## src/rtl/xbar_bank_dispatch.sv

```systemverilog
// Dispatches crossbar channel requests to cache banks selected by line-address bits,
// with round-robin arbitration per bank and a one-entry registered output slot per bank.
module xbar_bank_dispatch #(
   parameter int NUM_CH    = 4,
   parameter int NUM_BANKS = 4,
   parameter int WBID_W    = 8,
   localparam int CH_W     = (NUM_CH > 1) ? $clog2(NUM_CH) : 1
) (
   input  logic                         clk_i,
   input  logic                         rst_i,
   input  logic [NUM_CH-1:0]            ch_valid_i,
   output logic [NUM_CH-1:0]            ch_allowIn_o,
   input  logic [2*NUM_CH-1:0]          ch_opcode_i,
   input  logic [28*NUM_CH-1:0]         ch_addr_i,
   input  logic [WBID_W*NUM_CH-1:0]     ch_wbuffer_id_i,
   output logic [NUM_BANKS-1:0]         bank_valid_o,
   input  logic [NUM_BANKS-1:0]         bank_allowIn_i,
   output logic [CH_W*NUM_BANKS-1:0]    bank_ch_id_o,
   output logic [2*NUM_BANKS-1:0]       bank_opcode_o,
   output logic [28*NUM_BANKS-1:0]      bank_addr_o,
   output logic [WBID_W*NUM_BANKS-1:0]  bank_wbuffer_id_o
);

   // A single bank still needs a 1-bit select; it is forced to zero below.
   localparam int SEL_W = (NUM_BANKS > 1) ? $clog2(NUM_BANKS) : 1;

   logic [SEL_W-1:0]     w_target     [NUM_CH];
   logic [NUM_CH-1:0]    w_req        [NUM_BANKS];
   logic [NUM_CH-1:0]    w_grant      [NUM_BANKS];
   logic [NUM_BANKS-1:0] w_can_load;
   logic [NUM_BANKS-1:0] w_win_vld;
   logic [CH_W-1:0]      w_win_idx    [NUM_BANKS];
   logic [CH_W-1:0]      w_next_ptr   [NUM_BANKS];
   logic [1:0]           w_sel_opcode [NUM_BANKS];
   logic [27:0]          w_sel_addr   [NUM_BANKS];
   logic [WBID_W-1:0]    w_sel_wbid   [NUM_BANKS];

   logic [NUM_BANKS-1:0] r_valid;
   logic [CH_W-1:0]      r_ch_id      [NUM_BANKS];
   logic [1:0]           r_opcode     [NUM_BANKS];
   logic [27:0]          r_addr       [NUM_BANKS];
   logic [WBID_W-1:0]    r_wbid       [NUM_BANKS];
   logic [CH_W-1:0]      r_rr_ptr     [NUM_BANKS];

   always_comb begin
      for (int c = 0; c < NUM_CH; c++) begin
         w_target[c] = '0;
         if (NUM_BANKS > 1) w_target[c] = ch_addr_i[28*c+4 +: SEL_W];
      end
   end

   // Round-robin: lowest requester at or above rr_ptr wins, else lowest below it.
   always_comb begin
      logic            w_hi_found;
      logic            w_lo_found;
      logic [CH_W-1:0] w_hi_idx;
      logic [CH_W-1:0] w_lo_idx;
      // NOTE: every comb output gets a default first so no path can infer a latch.
      w_hi_found = 1'b0;
      w_lo_found = 1'b0;
      w_hi_idx   = '0;
      w_lo_idx   = '0;
      w_can_load = '0;
      w_win_vld  = '0;
      for (int b = 0; b < NUM_BANKS; b++) begin
         w_hi_found      = 1'b0;
         w_lo_found      = 1'b0;
         w_hi_idx        = '0;
         w_lo_idx        = '0;
         w_req[b]        = '0;
         w_grant[b]      = '0;
         w_sel_opcode[b] = '0;
         w_sel_addr[b]   = '0;
         w_sel_wbid[b]   = '0;
         for (int c = NUM_CH - 1; c >= 0; c--) begin
            w_req[b][c] = ch_valid_i[c] && (w_target[c] == SEL_W'(b));
            if (w_req[b][c]) begin
               if (CH_W'(c) >= r_rr_ptr[b]) begin
                  w_hi_found = 1'b1;
                  w_hi_idx   = CH_W'(c);
               end else begin
                  w_lo_found = 1'b1;
                  w_lo_idx   = CH_W'(c);
               end
            end
         end
         w_can_load[b] = !r_valid[b] || bank_allowIn_i[b];
         w_win_vld[b]  = (w_hi_found || w_lo_found) && w_can_load[b];
         w_win_idx[b]  = w_hi_found ? w_hi_idx : w_lo_idx;
         w_next_ptr[b] = (w_win_idx[b] == CH_W'(NUM_CH - 1)) ? '0 : w_win_idx[b] + CH_W'(1);
         for (int c = 0; c < NUM_CH; c++) begin
            if (w_win_vld[b] && (w_win_idx[b] == CH_W'(c))) begin
               w_grant[b][c]   = 1'b1;
               w_sel_opcode[b] = ch_opcode_i[2*c +: 2];
               w_sel_addr[b]   = ch_addr_i[28*c +: 28];
               w_sel_wbid[b]   = ch_wbuffer_id_i[WBID_W*c +: WBID_W];
            end
         end
      end
   end

   always_comb begin
      ch_allowIn_o = '0;
      for (int b = 0; b < NUM_BANKS; b++) ch_allowIn_o = ch_allowIn_o | w_grant[b];
      if (rst_i) ch_allowIn_o = '0;
   end

   // NOTE: payload registers are reset too, so bank outputs read zero straight out of reset.
   always_ff @(posedge clk_i or posedge rst_i) begin
      if (rst_i) begin
         r_valid <= '0;
         for (int b = 0; b < NUM_BANKS; b++) begin
            r_ch_id[b]  <= '0;
            r_opcode[b] <= '0;
            r_addr[b]   <= '0;
            r_wbid[b]   <= '0;
            r_rr_ptr[b] <= '0;
         end
      end else begin
         // NOTE: non-blocking so every bank samples pre-edge state regardless of loop order.
         for (int b = 0; b < NUM_BANKS; b++) begin
            if (w_win_vld[b]) begin
               r_valid[b]  <= 1'b1;
               r_ch_id[b]  <= w_win_idx[b];
               r_opcode[b] <= w_sel_opcode[b];
               r_addr[b]   <= w_sel_addr[b];
               r_wbid[b]   <= w_sel_wbid[b];
               r_rr_ptr[b] <= w_next_ptr[b];
            end else if (bank_allowIn_i[b]) begin
               r_valid[b]  <= 1'b0;
            end
         end
      end
   end

   assign bank_valid_o = r_valid;

   always_comb begin
      bank_ch_id_o      = '0;
      bank_opcode_o     = '0;
      bank_addr_o       = '0;
      bank_wbuffer_id_o = '0;
      for (int b = 0; b < NUM_BANKS; b++) begin
         bank_ch_id_o[CH_W*b +: CH_W]          = r_ch_id[b];
         bank_opcode_o[2*b +: 2]               = r_opcode[b];
         bank_addr_o[28*b +: 28]               = r_addr[b];
         bank_wbuffer_id_o[WBID_W*b +: WBID_W] = r_wbid[b];
      end
   end

endmodule

```

## config.mk

```make
export PLATFORM = sky130hd
export DESIGN_NAME = xbar_bank_dispatch
export DESIGN_NICKNAME = d
export VERILOG_FILES = /design/src/rtl/xbar_bank_dispatch.sv
export SDC_FILE = /design/constraint.sdc
export NUM_CORES = 1
export LEC_CHECK = 0
export BUFFER_PORTS_ARGS = -buffer_cell sky130_fd_sc_hd__clkbuf_2
export CAP_MARGIN = 20
export CORE_MARGIN = 5
export CORE_UTILIZATION = 30
export DETAILED_ROUTE_END_ITERATION = 10
export HOLD_SLACK_MARGIN = 0.02
export PLACE_DENSITY = 0.58
export SETUP_SLACK_MARGIN = 0.15
export SYNTH_ARGS = -nofsm -noshare
export SYNTH_HDL_FRONTEND = slang
export SYNTH_SLANG_ARGS = --single-unit
```

## constraint.sdc

```tcl
create_clock -name clk_i -period 8.1 [get_ports clk_i]
set_input_delay 2.025 -clock clk_i [delete_from_list [all_inputs] [get_ports clk_i]]
set_output_delay 2.025 -clock clk_i [all_outputs]
set_load 0.02 [all_outputs]
```

* Word level (Yosys, flattened, before mapping) *
Index checks and enable logic that the tools add are counted.

storage, ports and cells
  register bits after elaboration = 172
  latch bits = 0
  RAM bits = 0
  bits in read-only memories = 0
  bits of input ports = 162
  output and inout port bits = 168
  word-level logic and storage cells = 340
  memories = 0

operators by class
  add/sub/neg operators = 4
  multiply operators = 0
  div/mod/pow operators = 0
  order comparisons = 16
  equality and inequality tests = 24
  shifts and indexed selects = 0
  muxes and demuxes = 209
  bitwise logic cells = 3
  reduce and logical (&&, ||, !) cells = 60

operators with widths
  operator             count
  $mux 28              16
  $mux 2               88
  $mux 8               16
  $mux 1               88
  $logic_and 1x1->1    36
  $eq 2x2->1 const B   16
  $eq 2x1->1 const B   8
  $ge 1x2->1 const A   8
  $ge 2x2->1 const A   8
  $logic_not 2->1      8
  $or 4x4->4           3
  $add 2x1->2 const B  4
  $logic_or 1x1->1     8
  $reduce_bool 2->1    4
  $logic_not 1->1      4
  $mux 4               1

* Depth between registers and ports, before layout *
Gate-level depths: netlist of run 1.

  depth in word-level cells = 17
  depth in mapped cells = 13

* Worst setup path after synthesis of run 1 *
Ideal clock, no wire load.

  path type = in2out
  start point = input ch_addr_i[33]
  end point = output ch_allowIn_o[3]
  data arrival time = 4477 ps
  setup slack = 1598 ps
  stages = 11
  path buffers = 4
  cell sequence = buf_2 -> or3b_2 -> o21ai_0 -> o221ai_1 -> inv_1 -> ha_1 -> clkbuf_1 -> clkbuf_1 -> clkbuf_1 -> a22oi_1 -> a21oi_1

RTL lines
  what         RTL line  RTL
  from (decl)  14        input logic [28*NUM_CH-1:0] ch_addr_i,
  to (decl)    12        output logic [NUM_CH-1:0] ch_allowIn_o,

* Final worst setup path of run 1 *
  start point = input ch_addr_i[61]
  end point = output ch_allowIn_o[2]

between the ends
  cells in the longest elaborated chain, start to end = 15
  elaborated cells between the ends (all ways) = 116

RTL lines
  what                                             RTL line  RTL
  $eq 2x1->1 or $logic_not 2->1 (tied branches)    76        w_req[b][c] = ch_valid_i[c] && (w_target[c] == SEL_W'(b));
  $logic_and 1x1->1                                76
  $mux 2 or $mux 1 (tied branches)                 77        if (w_req[b][c]) begin
  $mux 2 or $mux 1 (tied branches)                 78        if (CH_W'(c) >= r_rr_ptr[b]) begin
  $mux 2 or $mux 1 (tied branches)                 77
  $mux 2 or $mux 1 (tied branches)                 78
  $mux 2 or $mux 1 (tied branches)                 77
  $mux 2 or $logic_or 1x1->1 (tied branches)       89, 88
  $eq 2x2->1 or $logic_and 1x1->1 (tied branches)  92, 88
  $logic_and 1x1->1                                92        if (w_win_vld[b] && (w_win_idx[b] == CH_W'(c))) begin
  $mux 1                                           92
  $or 4x4->4 (2 in series)                         104       for (int b = 0; b < NUM_BANKS; b++) ch_allowIn_o = ch_allowIn_o | w_grant[b];
  $or 4x4->4 (*)                                   104
  $mux 4 (*)                                       105       if (rst_i) ch_allowIn_o = '0;

Every way passes the cells marked *; elsewhere a longest branch is shown, timed or not.

==> impl_metrics.env, run 1 <==
export IMPL_status="complete, no violations"
export IMPL_maxSlewHeadroom_pct=28.3
export IMPL_cts_tree="done"
export IMPL_maxCapViolCount=0
export IMPL_drc=0
export IMPL_period_share_pct=85.8
export IMPL_netlist_area_leader_share_pct=37.2
export IMPL_post_drt_wl_per_cell_um=23.8
export IMPL_io_buffers=329
export IMPL_crit_chain="clkbuf_2 > nor3b_1 > mux2i_1 > o221ai_1 > ha_4 > a22oi_1 > a21oi_1 > clkbuf_2"
export IMPL_place_gp_congestion=0.874
export IMPL_postRouteAntennaNets=0
export IMPL_antenna_found_initial=2
export IMPL_skew_ns=0.00916
export IMPL_drive_gt1_share_pct=24.9
export IMPL_grt_pass1_wl_um=77600
export IMPL_clock_path_buffers=2
export IMPL_ys_seq_area_share_pct=37.2
export IMPL_cts_resized=0
export IMPL_path_clk_slew_ns=0.07
export IMPL_post_layout_total_power_mw=3.69
export IMPL_finalHoldViolations=0
export IMPL_cts_hold_buf=0
export IMPL_cts_setup_buffers=0
export IMPL_synth_top_cell_by_area="dfrtp_1"
export IMPL_crit_path_end_kind="output port"
export IMPL_numCtsBuffers=17
export IMPL_hold_end="bank_addr_o[50]"
export IMPL_syn2layout_area_growth_pct=21.9
export IMPL_dieArea_mm2=0.0426
export IMPL_pin_count=330
export IMPL_design_area_mm2=0.0141
export IMPL_path_max_fanout=39
export IMPL_cts_root_buf="clkbuf_16"
export IMPL_cp_slowest_cell="nor3b_1"
export IMPL_yosysMostFrequentCell="a21oi_1"
export IMPL_drtIter0Drc=1147
export IMPL_grt_overflow=0
export IMPL_crit_path_start_kind="input port"
export IMPL_max_freq_ghz=0.144
export IMPL_syn_nets=1640
export IMPL_peakVddDrop_mv=0.151
export IMPL_max_stage_delay_ns=0.71
export IMPL_worst_r2r_path_depth=11
export IMPL_min_period_ns=6.95
export IMPL_dr_pass1_iters=5
export IMPL_final_nets=1854
export IMPL_synth_ff_type="dfrtp_1"
export IMPL_synth_edf_count=0
export IMPL_critPathTopFamily="compound AO/OA/AOI/OAI gates"
export IMPL_ys_async_sr_fraction_pct=100
export IMPL_coreArea_mm2=0.0384
export IMPL_htreeDepth=4
export IMPL_path_class="input port to output port"
export IMPL_required_ns=6.08
export IMPL_rrSetupSlack_ns=4.66
export IMPL_timing_rr_end="bank_wbuffer_id_o[5]"
export IMPL_via_per_inst=5.83
export IMPL_start_util_pct=30.1
export IMPL_dpl_hpwl_um=34000
export IMPL_leakage_nw=6.39
export IMPL_grt_usage_pct=23.9
export IMPL_netlist_area_mm2=0.0116
export IMPL_synth_area_leaders="dfrtp_1 (37%), a21oi_1 (12%), a22oi_1 (6.8%)"
export IMPL_worst_path_most_repeated_cell="clkbuf_2"
export IMPL_power_density_mw_per_mm2=262
export IMPL_die_h_um=206
export IMPL_die_w_um=206
export IMPL_rsz0062_at_grt="false"
export IMPL_setup_viol=0
export IMPL_place_area_mm2=0.0135
export IMPL_slew_viol_final=0
export IMPL_synth_top_cells_by_count="a21oi_1 (286), nand2_1 (174), dfrtp_1 (172), o21ai_0 (126), clkbuf_1 (109)"
export IMPL_cp_arrival_ns=4.93
export IMPL_vias=12900
export IMPL_grt_pass1_vias=12600
export IMPL_rows=72
export IMPL_synthCells=1462
export IMPL_clock_sinks=172
export IMPL_hold_start="bank_addr_o[50]"
export IMPL_critical_path_buf_inv_count=2
export IMPL_tns_ns=0
export IMPL_crit_reg2reg_launch="r_rr_ptr[7]"
export IMPL_yosys_warnings=0
export IMPL_worst_pin_slew_ns=1.08
export IMPL_grt_max_degree=117
export IMPL_hold_depth=2
export IMPL_insertion_delay_ns=0.44
export IMPL_routed_wl_um=52500
export IMPL_synth_seq_cells=172
export IMPL_netlist_cell_type_count=48
export IMPL_hold_path_class="flip-flop to flip-flop"
export IMPL_synth_avg_cell_area_um2=7.91
final cells by class:
cell class	instances	area, um2
fill	4083	24300
timing repair buffer	353	1830
antenna	1	2.50
clock inverter	9	86.3
clock buffer	23	498
multi-input combinational	1079	6530
tap	518	648
sequential	172	4300
inverter	53	206
how the worst max path moves through the flow:
stage	from	to	slack (ns)	depth (start not counted)
CTS	ch_addr_i[61]	ch_allowIn_o[2]	1.26	8
floorplan	rst_i	bank_addr_o[0]	1.41	1
global route	ch_addr_i[4]	ch_allowIn_o[2]	0.99	8
global placement	ch_addr_i[61]	ch_allowIn_o[2]	1.39	8
finish	ch_addr_i[61]	ch_allowIn_o[2]	1.15	8
detailed placement	ch_addr_i[61]	ch_allowIn_o[2]	1.29	8
state kept, by name, indices dropped and copies added (netlist names):
register and flops:
bank_ch_id_o 8, bank_valid_o 4, r_rr_ptr 8, bank_addr_o 112, bank_opcode_o 8, bank_wbuffer_id_o 32
tightest hold or removal path, delay by kind of cell, from the launching register on:
family / cells / cell delay (ns)
compound gates: 1 / 0.05
flops: 1 / 0.35
simple gates: 1 / 0.05
through the flow:
step	cells	hold slack (ns)	utilization [%]	worst slack, ns
final	2208	0.482	36.8	1.15
after global routing	2208	0.504	36.8	0.991
after CTS	2207	0.487	36.8	1.26
after detailed placement	2175	0.470	35.2	1.29
after global placement	2175	0.462	35.2	1.39
after floorplan	1462	0.517	-	1.41
layer usage:
metal	global-route usage [%]	vias up	wire [um]
met5	0	-	13
met4	10.2	2	1840
met3	5.37	112	4850
met2	39.5	710	24900
met1	30.1	6204	20900
li1	-	5837	-
where the power goes:
part	switching, mW	internal (mW)	total, mW
Sequential	0.174	1.11	1.28
Combinational	1.06	0.513	1.57
Clock	0.378	0.465	0.843
cell families after synthesis:
| kind of cell | synth area share (%) |
|---|---|
| muxes | 1.89 |
| DFF | 37.2 |
| buffers and inverters | 7.61 |
| adders and majority gates | 1.73 |
| AOI/OAI and AO/OA | 37.8 |
| and+or+nand+nor | 13.7 |
placed cells by master (no fill, tap or decap), drive strengths merged, types with 4 or more instances in the layout:
cell type | netlist | final
a211oi | 14 | 14
a2111oi | 12 | 12
nand2 | 174 | 174
a21oi | 286 | 286
o21a | 14 | 14
and3 | 16 | 16
nor4 | 4 | 4
nand3b | 5 | 5
nand2b | 4 | 4
inv | 53 | 53
clkinv | 0 | 6
a22oi | 105 | 105
a221o | 20 | 20
ha | 16 | 16
and3b | 30 | 30
nor2 | 83 | 83
o22ai | 23 | 23
clkbuf | 109 | 352
o41a | 4 | 4
buf | 49 | 24
mux2i | 5 | 5
nor3b | 5 | 5
o21ai | 131 | 131
mux2 | 15 | 15
a221oi | 41 | 41
nor3 | 4 | 4
dfrtp | 172 | 172
o211ai | 14 | 14
o31ai | 32 | 32
No activity file was read; power rests on OpenSTA's default activity.
==> run 2, diff against run 1 <==
- PLACE_DENSITY: 0.58 -> 0.63
==> impl_metrics.env, run 2 (synthesis gave the netlist of run 1 again) <==
export IMPL_largest_reg_flops=112
export IMPL_hold_path_class="flip-flop to flip-flop"
export IMPL_vias=12800
export IMPL_grt_overflow=0
export IMPL_drc=0
export IMPL_drive_gt1_share_pct=25.1
export IMPL_status="complete, no violations"
export IMPL_grt_pass1_vias=12400
export IMPL_place_gp_congestion=0.878
export IMPL_path_max_fanout=16
export IMPL_antenna_found_initial=0
export IMPL_dpl_hpwl_um=34400
export IMPL_period_share_pct=83.6
export IMPL_rows=72
export IMPL_grt_max_degree=96
export IMPL_maxCapViolCount=0
export IMPL_internal_power_mw=2.03
export IMPL_max_stage_delay_ns=0.69
export IMPL_insertedDiodeCount=0
export IMPL_via_per_inst=5.78
export IMPL_cts_setup_buffers=0
export IMPL_rsz0062_at_grt="false"
export IMPL_routed_wl_um=51400
export IMPL_grt_pass1_wl_um=76300
export IMPL_drtIter0Drc=1307
export IMPL_crit_path_start_kind="input port"
export IMPL_cts_hold_buf=0
export IMPL_p_sw_share_pct=44.3
export IMPL_power_density_mw_per_mm2=258
export IMPL_clock_path_buffers=2
export IMPL_coreArea_mm2=0.0384
export IMPL_die_h_um=206
export IMPL_htreeDepth=4
export IMPL_setup_viol=0
export IMPL_whs_ns=0.478
export IMPL_skew_ns=0.00940
export IMPL_insertion_delay_ns=0.45
export IMPL_leakage_nw=6.39
export IMPL_min_period_ns=6.77
export IMPL_cts_root_buf="clkbuf_16"
export IMPL_tns_ns=0
export IMPL_start_util_pct=30.1
export IMPL_numCtsBuffers=17
export IMPL_post_drt_wl_per_cell_um=23.3
export IMPL_final_nets=1857
export IMPL_postRouteAntennaNets=0
export IMPL_cp_slowest_cell="nor3b_1"
export IMPL_layout_common_cells="clkbuf_2 (329), a21oi_1 (286), nand2_1 (174), dfrtp_1 (172), o21ai_0 (126)"
export IMPL_cp_arrival_ns=4.75
export IMPL_placedCellCount=2177
export IMPL_crit_chain="clkbuf_2 > nor3b_1 > mux2i_1 > o221ai_1 > ha_1 > buf_4 > a22oi_1 > a21oi_1 > clkbuf_2"
export IMPL_peakVddDrop_mv=0.159
export IMPL_dieArea_mm2=0.0426
export IMPL_crit_path_end_kind="output port"
export IMPL_max_freq_ghz=0.148
export IMPL_syn2layout_area_growth_pct=21.9
export IMPL_clkPwrFrac_pct=22.0
export IMPL_finalHoldViolations=0
export IMPL_io_buffers=329
export IMPL_grt_usage_pct=23.4
export IMPL_power_switching_mw=1.61
export IMPL_required_ns=6.08
export IMPL_worst_r2r_path_depth=11
export IMPL_layout_commonest_cell="clkbuf_2"
export IMPL_power_frac_seq_pct=35.2
export IMPL_clock_sinks=172
export IMPL_die_w_um=206
export IMPL_pin_count=330
export IMPL_cts_tree="done"
export IMPL_p_comb_share_pct=42.7
export IMPL_fin_cells=2210
export IMPL_slew_viol_final=0
export IMPL_maxSlewHeadroom_pct=25.3
export IMPL_dr_pass1_iters=7
export IMPL_hold_depth=2
export IMPL_cts_resized=0
export IMPL_path_clk_slew_ns=0.07
export IMPL_worst_path_most_repeated_cell="clkbuf_2"
export IMPL_path_class="input port to output port"
export IMPL_worst_pin_slew_ns=1.12
==> run 2: through the flow <==
| stage | util, % | setup slack (ns) | power (mW) | area, um2 |
|---|---|---|---|---|
| 3_3_place_gp | 35.3 | 1.45 | 2.84 | 13500 |
| 2_1_floorplan | - | 1.41 | 2.23 | 11600 |
| 3_5_place_dp | 35.3 | 1.33 | 2.86 | 13500 |
| 5_1_grt | 36.7 | 1.15 | 3.86 | 14100 |
| 6_report | 36.7 | 1.33 | 3.64 | 14100 |
| 4_1_cts | 36.7 | 1.33 | 3.67 | 14100 |
==> run 2: critical path, delay by kind of cell <==
kind	cells	cell delay, ns
compound gates	3	0.90
simple gates	1	0.69
buf+inv	3	0.68
fa+ha+maj	1	0.25
mux	1	0.18
==> run 2: path summary, 6_finish.rpt <==
kind / endpoint / slack (ns) / startpoint
worst max-delay path: ch_allowIn_o[0] / 1.33 / ch_addr_i[4]
worst min-delay path: bank_addr_o[47] / 0.48 / bank_addr_o[47]
worst max register to register: bank_addr_o[50] / 4.57 / r_rr_ptr[5]
worst min register to register: bank_addr_o[47] / 0.48 / bank_addr_o[47]
max in group asynchronous: bank_wbuffer_id_o[6] / 5.16 / rst_i
min in group asynchronous: bank_addr_o[88] / 1.80 / rst_i
==> run 2: final cells by class <==
type	count	area, um2
Clock buffer	19	443
Inverter	53	206
Sequential cell	172	4300
Tap cell	518	648
Timing Repair Buffer	356	1870
Clock inverter	13	93.8
Fill cell	4031	24300
Multi-Input combinational cell	1079	6530
==> run 2: routing by layer <==
layer | up-vias | GRT usage [%] | share of wire [%]
li1 | 5830 | - | -
met1 | 6163 | 29.3 | 40
met2 | 683 | 38.9 | 48
met3 | 106 | 6.20 | 9.3
met4 | 0 | 8.34 | 2.9
met5 | - | 0 | 0
==> run 2: power by group through the flow <==
stage	registers, mW	logic, mW	clock network [mW]
after global placement	1.30	1.54	0
after detailed placement	1.30	1.57	0
after floorplan	1.55	0.670	0
after global routing	1.31	1.70	0.850
final	1.28	1.56	0.802
after CTS	1.29	1.57	0.819
